File: config.mk
export PLATFORM = sky130hd
export DESIGN_NAME = axis_gear_pack
export DESIGN_NICKNAME = d
export VERILOG_FILES = /design/src/rtl/axis_gear_pack.sv
export SDC_FILE = /design/constraint.sdc
export NUM_CORES = 1
export LEC_CHECK = 0
export CAP_MARGIN = 20
export CORE_MARGIN = 2
export CORE_UTILIZATION = 29
export DETAILED_ROUTE_END_ITERATION = 12
export PLACE_DENSITY = 0.51
export SKIP_LAST_GASP = 1
export SLEW_MARGIN = 10
export SYNTH_ARGS = -nofsm -noshare
export SYNTH_HDL_FRONTEND = slang
export SYNTH_SLANG_ARGS = --single-unit
File: constraint.sdc
create_clock -name aclk -period 2 [get_ports aclk]
set_clock_uncertainty 0.05 [all_clocks]
set_input_delay 0.3 -clock aclk [delete_from_list [all_inputs] [get_ports aclk]]
set_output_delay 0.3 -clock aclk [all_outputs]
set_load 0.03 [all_outputs]
File: src/rtl/axis_gear_pack.sv
// axis_gear_pack: AXI4-Stream width packer (narrow in, wide out).
//
// Accepts IN_W-bit beats and emits OUT_W-bit beats (IN_W < OUT_W, any ratio).
// Bits are packed little-endian: the first input beat lands in the output LSBs,
// and bits carry across output word boundaries. When an input beat with tlast
// is accepted, the residue is zero-padded and flushed, and the final output
// beat carries tlast.
//
// Ports:
//   aclk        in   1      clock, rising edge
//   areset      in   1      asynchronous active-high reset
//   in_tvalid   in   1      input beat valid
//   in_tready   out  1      input beat accepted when in_tvalid & in_tready
//   in_tdata    in   IN_W   input data
//   in_tlast    in   1      last input beat of packet, starts a flush
//   out_tvalid  out  1      output beat valid (registered)
//   out_tready  in   1      downstream ready
//   out_tdata   out  OUT_W  packed output data (registered)
//   out_tlast   out  1      final output beat of packet (registered)

module axis_gear_pack #(
    parameter int unsigned IN_W  = 14,
    parameter int unsigned OUT_W = 16
) (
    input  logic             aclk,
    input  logic             areset,
    input  logic             in_tvalid,
    output logic             in_tready,
    input  logic [IN_W-1:0]  in_tdata,
    input  logic             in_tlast,
    output logic             out_tvalid,
    input  logic             out_tready,
    output logic [OUT_W-1:0] out_tdata,
    output logic             out_tlast
);

    // The accumulator never holds more than OUT_W+IN_W-1 valid bits: a write is
    // only allowed while fill < OUT_W, or in the same cycle a word is drained.
    localparam int unsigned ACC_W  = OUT_W + IN_W - 1;
    localparam int unsigned FILL_W = $clog2(OUT_W + IN_W);

    localparam logic [FILL_W-1:0] FILL_OUT = FILL_W'(OUT_W);
    localparam logic [FILL_W-1:0] FILL_IN  = FILL_W'(IN_W);

    logic [ACC_W-1:0]  acc_q, acc_d;
    logic [FILL_W-1:0] fill_q, fill_d;
    logic              flush_q, flush_d;
    logic              out_tvalid_q, out_tvalid_d;
    logic [OUT_W-1:0]  out_tdata_q, out_tdata_d;
    logic              out_tlast_q, out_tlast_d;

    logic              out_free;
    logic              load;
    logic              last_word;
    logic              wr_en;
    logic [FILL_W-1:0] fill_base;
    logic [ACC_W-1:0]  acc_base;
    logic [ACC_W-1:0]  wr_data;
    logic [OUT_W-1:0]  pad_mask;

    // Handshake and drain decisions
    always_comb begin
        out_free  = ~out_tvalid_q | out_tready;
        load      = out_free & ((fill_q >= FILL_OUT) | (flush_q & (fill_q != '0)));
        // During a flush, the word that empties the accumulator is the packet's last.
        last_word = flush_q & (fill_q <= FILL_OUT);
        in_tready = ~areset & ~flush_q & ((fill_q < FILL_OUT) | load);
        wr_en     = in_tvalid & in_tready;
    end

    // Zero any output bit that is not backed by valid accumulator data.
    always_comb begin
        pad_mask = '0;
        for (int i = 0; i < int'(OUT_W); i++) begin
            pad_mask[i] = (i < int'(fill_q));
        end
    end

    // Accumulator and fill: drain first, then append the new beat at the
    // post-drain fill so a load and a write can share one cycle.
    always_comb begin
        fill_base = fill_q;
        acc_base  = acc_q;
        if (load) begin
            fill_base = (fill_q > FILL_OUT) ? (fill_q - FILL_OUT) : '0;
            acc_base  = acc_q >> OUT_W;
        end
        wr_data = ACC_W'(in_tdata) << fill_base;
        acc_d   = acc_base;
        fill_d  = fill_base;
        if (wr_en) begin
            // Bits at/above fill are always zero, so OR-in is a clean insert.
            acc_d  = acc_base | wr_data;
            fill_d = fill_base + FILL_IN;
        end
    end

    // Flush flag: set by an accepted tlast, cleared by the load that emits tlast.
    always_comb begin
        flush_d = flush_q;
        if (load && last_word) begin
            flush_d = 1'b0;
        end
        if (wr_en && in_tlast) begin
            flush_d = 1'b1;
        end
    end

    // Output register: holds its contents while valid and not ready.
    always_comb begin
        out_tvalid_d = out_tvalid_q;
        out_tdata_d  = out_tdata_q;
        out_tlast_d  = out_tlast_q;
        if (load) begin
            out_tvalid_d = 1'b1;
            out_tdata_d  = acc_q[OUT_W-1:0] & pad_mask;
            out_tlast_d  = last_word;
        end else if (out_tvalid_q && out_tready) begin
            out_tvalid_d = 1'b0;
        end
    end

    always_ff @(posedge aclk or posedge areset) begin
        if (areset) begin
            acc_q        <= '0;
            fill_q       <= '0;
            flush_q      <= 1'b0;
            out_tvalid_q <= 1'b0;
            out_tdata_q  <= '0;
            out_tlast_q  <= 1'b0;
        end else begin
            acc_q        <= acc_d;
            fill_q       <= fill_d;
            flush_q      <= flush_d;
            out_tvalid_q <= out_tvalid_d;
            out_tdata_q  <= out_tdata_d;
            out_tlast_q  <= out_tlast_d;
        end
    end

    assign out_tvalid = out_tvalid_q;
    assign out_tdata  = out_tdata_q;
    assign out_tlast  = out_tlast_q;

endmodule
# --- Word-level counts from Yosys, hierarchy flattened ---
# Index checks and enable logic that the tools add are counted.
classes:
  addsub: 2
  magnitude_cmp: 20
  shifts: 1
  muxes: 9
  bitwise: 14
  n_reduce_logical: 6
ops:
  columns: ["operator", "n"]
  rows:
  - ["$mux W29", 2]
  - ["$lt A4 B5 Y1 const A", 8]
  - ["$or A29 B29 Y29", 1]
  - ["$shl A14 B5 Y29", 1]
  - ["$lt A3 B5 Y1 const A", 4]
  - ["$and A16 B16 Y16", 1]
  - ["$mux W5", 3]
  - ["$lt A1 B5 Y1 const A", 2]
  - ["$lt A2 B5 Y1 const A", 2]
  - ["$and A1 B1 Y1", 6]
  - ["$add A5 B4 Y5 const B", 1]
  - ["$ge A5 B5 Y1 const B", 1]
  - ["$gt A5 B5 Y1 const B", 1]
  - ["$le A5 B5 Y1 const B", 1]
  - ["$lt A5 B5 Y1 const B", 1]
  - ["$reduce_bool A5 Y1", 1]
  - ["$sub A5 B5 Y5 const B", 1]
  - ["$mux W1", 4]
  - ["$reduce_bool A2 Y1", 2]
  - ["$logic_and A1 B1 Y1", 3]
  - ["$not A1 Y1", 3]
  - ["$or A1 B1 Y1", 3]
totals:
  regBits: 53
  elab_cells: 58

# --- Depth between registers and ports, before layout ---
logic_depth:
  word_depth: 9
  ltp_mapped: 8
  depth_no_buf: 6

# --- Worst setup path before layout ---
# Ideal clock, no wire load.
synth_timing:
  kind: "reg2reg"
  startpoint: "reg out_tvalid_q (netlist: out_tvalid)"
  endpoint: "reg out_tdata_q[2] (netlist: out_tdata[2])"
  setup_time_ps: 68
  arrival_time_ps: 1769
  required_time_ps: 1882
  setup_slack_ps: 113
  path_stages_with_launch: 7
  path_buffers: 2
  synth_period_minus_slack_ps: 1887
  cell_sequence: "dfrtp_1 nor2b_1 buf_2 nor2_2 clkbuf_1 o311ai_0 nand2_1"
synth_between:
  elab_chain_len: 3
synth_lines:
  columns: ["item", "line", "source"]
  rows:
  - ["start, declared", "48", "logic out_tvalid_q, out_tvalid_d;"]
  - ["start signal, assigned", "135", "out_tvalid_q <= out_tvalid_d;"]
  - ["$not A1 Y1", "63", "out_free = ~out_tvalid_q | out_tready;"]
  - ["$or A1 B1 Y1", "63", null]
  - ["$and A1 B1 Y1", "64", "load = out_free & ((fill_q >= FILL_OUT) | (flush_q & (fill_q != '0)));"]
  - ["end signal, assigned", "136", "out_tdata_q <= out_tdata_d;"]
  - ["end, declared", "49", "logic [OUT_W-1:0] out_tdata_q, out_tdata_d;"]
# Every way passes these cells.
# A chain may end at the register's enable or synchronous reset.

# --- Worst setup path in the final report ---
layout_timing:
  startpoint: "reg fill_q[3]"
  endpoint: "reg out_tlast_q (netlist: out_tlast)"
layout_between:
  elab_chain_len: 4
  elab_cells_between_ends: 7
layout_lines:
  columns: ["item", "line", "source"]
  rows:
  - ["start, declared", "46", "logic [FILL_W-1:0] fill_q, fill_d;"]
  - ["start signal, assigned", "133", "fill_q <= fill_d;"]
  - ["branches (longest 4 deep; another with $ge A5 B5 Y1)", null, null]
  - ["end signal, assigned", "137", "out_tlast_q <= out_tlast_d;"]
  - ["end, declared", "50", "logic out_tlast_q, out_tlast_d;"]
# Several ways; the timed one is not identified.

==> impl_metrics.env <==
export IMPL_status="completed"
export IMPL_worstMarginPinSlew_ps=437.3
export IMPL_drt_first_pass_iters=5
export IMPL_crit_required_ps=2130
export IMPL_hold_viol_final=0
export IMPL_synth_nets=405
export IMPL_netlist_area_leader_share_pct=39.75
export IMPL_synthArstFlopShare_pct=100.0
export IMPL_drt_wl_total_mm=11.98
export IMPL_critPathArrivalTime_ps=2090
export IMPL_cap_violations=0
export IMPL_clk_path_buf_depth=2
export IMPL_numClockSinks=53
export IMPL_ys_warn_count=0
export IMPL_avgRoutedWirePerCell_um=18.72
export IMPL_crit_path_max_incr_delay_ps=570
export IMPL_final_antenna_net_count=0
export IMPL_ir_drop_mv=0.6853
export IMPL_slew_violations=0
export IMPL_io_pins=38
export IMPL_grt_pass1_wl_mm=18.52
export IMPL_cp_top_family="simple AND/OR/NAND/NOR gates"
export IMPL_grt_max_degree=32
export IMPL_core_um2=11320
export IMPL_drtIter0Drc=229
export IMPL_ff_latch_area_um2=1326
export IMPL_crit_top_cell="a21oi_4"
export IMPL_p_per_area_nw_per_um2=1559
export IMPL_p_leak_uw=0.002065
export IMPL_slowest_stage="or4_4"
export IMPL_slew_limit_headroom_pct=70.85
export IMPL_synth_seq_cells=53
export IMPL_critPathMaxFanout=8
export IMPL_grt_antenna_before_repair=0
export IMPL_drive_above_1_share_pct=27.97
export IMPL_die_w_um=111.3
export IMPL_hp_class="input pin to async pin"
export IMPL_area_growth_synth_to_final_pct=45.29
export IMPL_yosysTopAreaCell="dfrtp_1"
export IMPL_die_area_um2=12380
export IMPL_fp_dieH_um=111.3
export IMPL_drc=0
export IMPL_multi_input_area_um2=1963
export IMPL_min_period_ps=1965
export IMPL_postSynthCellCount=385
export IMPL_syn_area_per_cell_um2=8.667
export IMPL_grt_overflow_total=0
export IMPL_start_kind="flop"
export IMPL_critPathKind="flop to flop"
export IMPL_path_buf_inv=1
export IMPL_numCtsBuffers=5
export IMPL_clkSlewWorstSetupHoldPaths_ps=70
export IMPL_cts_tree="done"
export IMPL_grt_pass1_vias=3238
export IMPL_numPlacedInstances=626
export IMPL_via_count=3346
export IMPL_num_fill_cells=1161
export IMPL_htree_levels=2
export IMPL_port_buffer_count=37
export IMPL_seq_area_frac_synth_pct=39.75
export IMPL_synth_area_um2=3337
export IMPL_crit_path_end_kind="flop"
export IMPL_antenna_cells=0
export IMPL_dp_hpwl_mm=9.078
export IMPL_place_congestion=0.9617
export IMPL_finalCritPeriodShare_pct=98.26
export IMPL_yosys_top_cells_area="dfrtp_1 (40%), nand2_1 (6.1%), o21ai_0 (5.7%), mux2i_1 (4.2%), nor2_1 (3.1%)"
export IMPL_root_buffer="clkbuf_16"
export IMPL_synth_common_cells="nand2_1 (54), dfrtp_1 (53), o21ai_0 (38), nor2_1 (28), a21oi_1 (17)"
export IMPL_viasPerCell=5.228
export IMPL_crit_chain="or4_4 -> a21oi_4 -> or2_4 -> buf_6 -> a21oi_4 -> a22o_1"
export IMPL_worstSkewPairLatency_ps=290
export IMPL_holdWs_ps=360.1
export IMPL_synth_cell_types=64
export IMPL_fin_nets=516
export IMPL_setup_violations_final=0
export IMPL_ys_flop_type="dfrtp_1"
export IMPL_synth_most_common_cell="nand2_1"
export IMPL_start_util_pct=29.48
export IMPL_std_cell_rows=39
export IMPL_rsz0062_at_grt="true"
export IMPL_grtUsageTotal_pct=19.01
export IMPL_final_cells=640
export IMPL_fmax_ghz=0.5089
export IMPL_synth_enable_flop_cells=0
sequential cells by signal, indices dropped and copies added, names as in the netlist:
| register | cells |
|---|---|
| out_tvalid | 1 |
| out_tdata | 16 |
| out_tlast | 1 |
| acc_q | 29 |
| fill_q | 5 |
| flush_q | 1 |
metal layers:
layer | track usage, % | vias to the layer above | wire length (um)
li1 | - | 1652 | -
met3 | 1.968 | 12 | 427
met4 | 6.255 | 0 | 218
met5 | 0 | - | 0
met2 | 29.96 | 89 | 5590
met1 | 27.36 | 1593 | 5747
power breakdown:
| part | internal (uW) | switching, uW | leakage, uW |
|---|---|---|---|
| clock network | 465 | 395 | 0.0000631 |
| logic | 2310 | 2680 | 0.00131 |
| registers | 1480 | 238 | 0.000696 |
| total | 4250 | 3310 | 0.00207 |
layout by cell type (no fill, tap or decap), types with 8 or more instances in the layout:
master	netlist	routed
a21oi_1	17	16
a31oi_1	8	8
and2_1	10	10
buf_4	3	85
clkdlybuf4s50_1	0	36
dfrtp_1	53	53
mux2i_1	14	14
nand2_1	54	54
nand3_1	8	8
nor2_1	28	25
o21ai_0	38	36
layout make-up:
class | instances | area share [%]
clock inverter | 2 | 0.3097
sequential | 53 | 27.35
multi-input combinational | 297 | 40.49
tap | 143 | 3.690
inverter | 6 | 0.4645
clock buffer | 6 | 2.658
timing repair buffer | 133 | 25.03
worst paths after layout:
| check | startpoint | to | slack (ps) | cells past startpoint |
|---|---|---|---|---|
| worst min-delay path | areset | flush_q | 360 | 3 |
| max in group asynchronous | areset | acc_q[6] | 1220 | 3 |
| worst max-delay path | fill_q[3] | out_tlast | 30 | 6 |
| worst min register to register | out_tdata[7] | out_tdata[7] | 420 | 2 |
| min in group aclk | out_tdata[7] | out_tdata[7] | 420 | 2 |
| worst max register to register | fill_q[3] | out_tlast | 30 | 6 |
tightest hold or removal path: cells and delay by family:
kind	cells	cell delay [ps]
buffers and inverters	3	800
timing repair:
action | in CTS | in global routing
hold buffers | 0 | 0
pin swaps | 0 | 8
cloned | 0 | 2
setup endpoints to repair | 10 | 31
gates resized for setup | 2 | 25
buffers inserted | 0 | 4
metrics by stage:
step / power (uW) / TNS (ps) / worst slack [ps] / area, um2 / utilization (%)
final: 7560 / 0 / 34.83 / 4848 / 42.83
after detailed placement: 6222 / -4032 / -282.8 / 4488 / 39.64
after global placement: 6213 / -2672 / -203.4 / 4488 / 39.64
after floorplan: 4159 / 0 / 113.0 / 3337 / -
after CTS: 7120 / -25.84 / -25.10 / 4642 / 41.00
after global routing: 8057 / -187.2 / -27.20 / 4848 / 42.83
logic make-up (layout without fill, tap and decap cells):
logic type	after synthesis	after routing	synth area share, %
AO/OA/AOI/OAI	134	134	28.08
XOR/XNOR	2	2	0.5250
adder cells (fa/ha/maj)	1	1	0.3749
AND/OR/NAND/NOR	142	142	20.32
buffers and inverters	35	147	5.062
multiplexers	18	18	5.887
flip-flops	53	53	39.74
No activity file was read; power rests on OpenSTA's default activity.
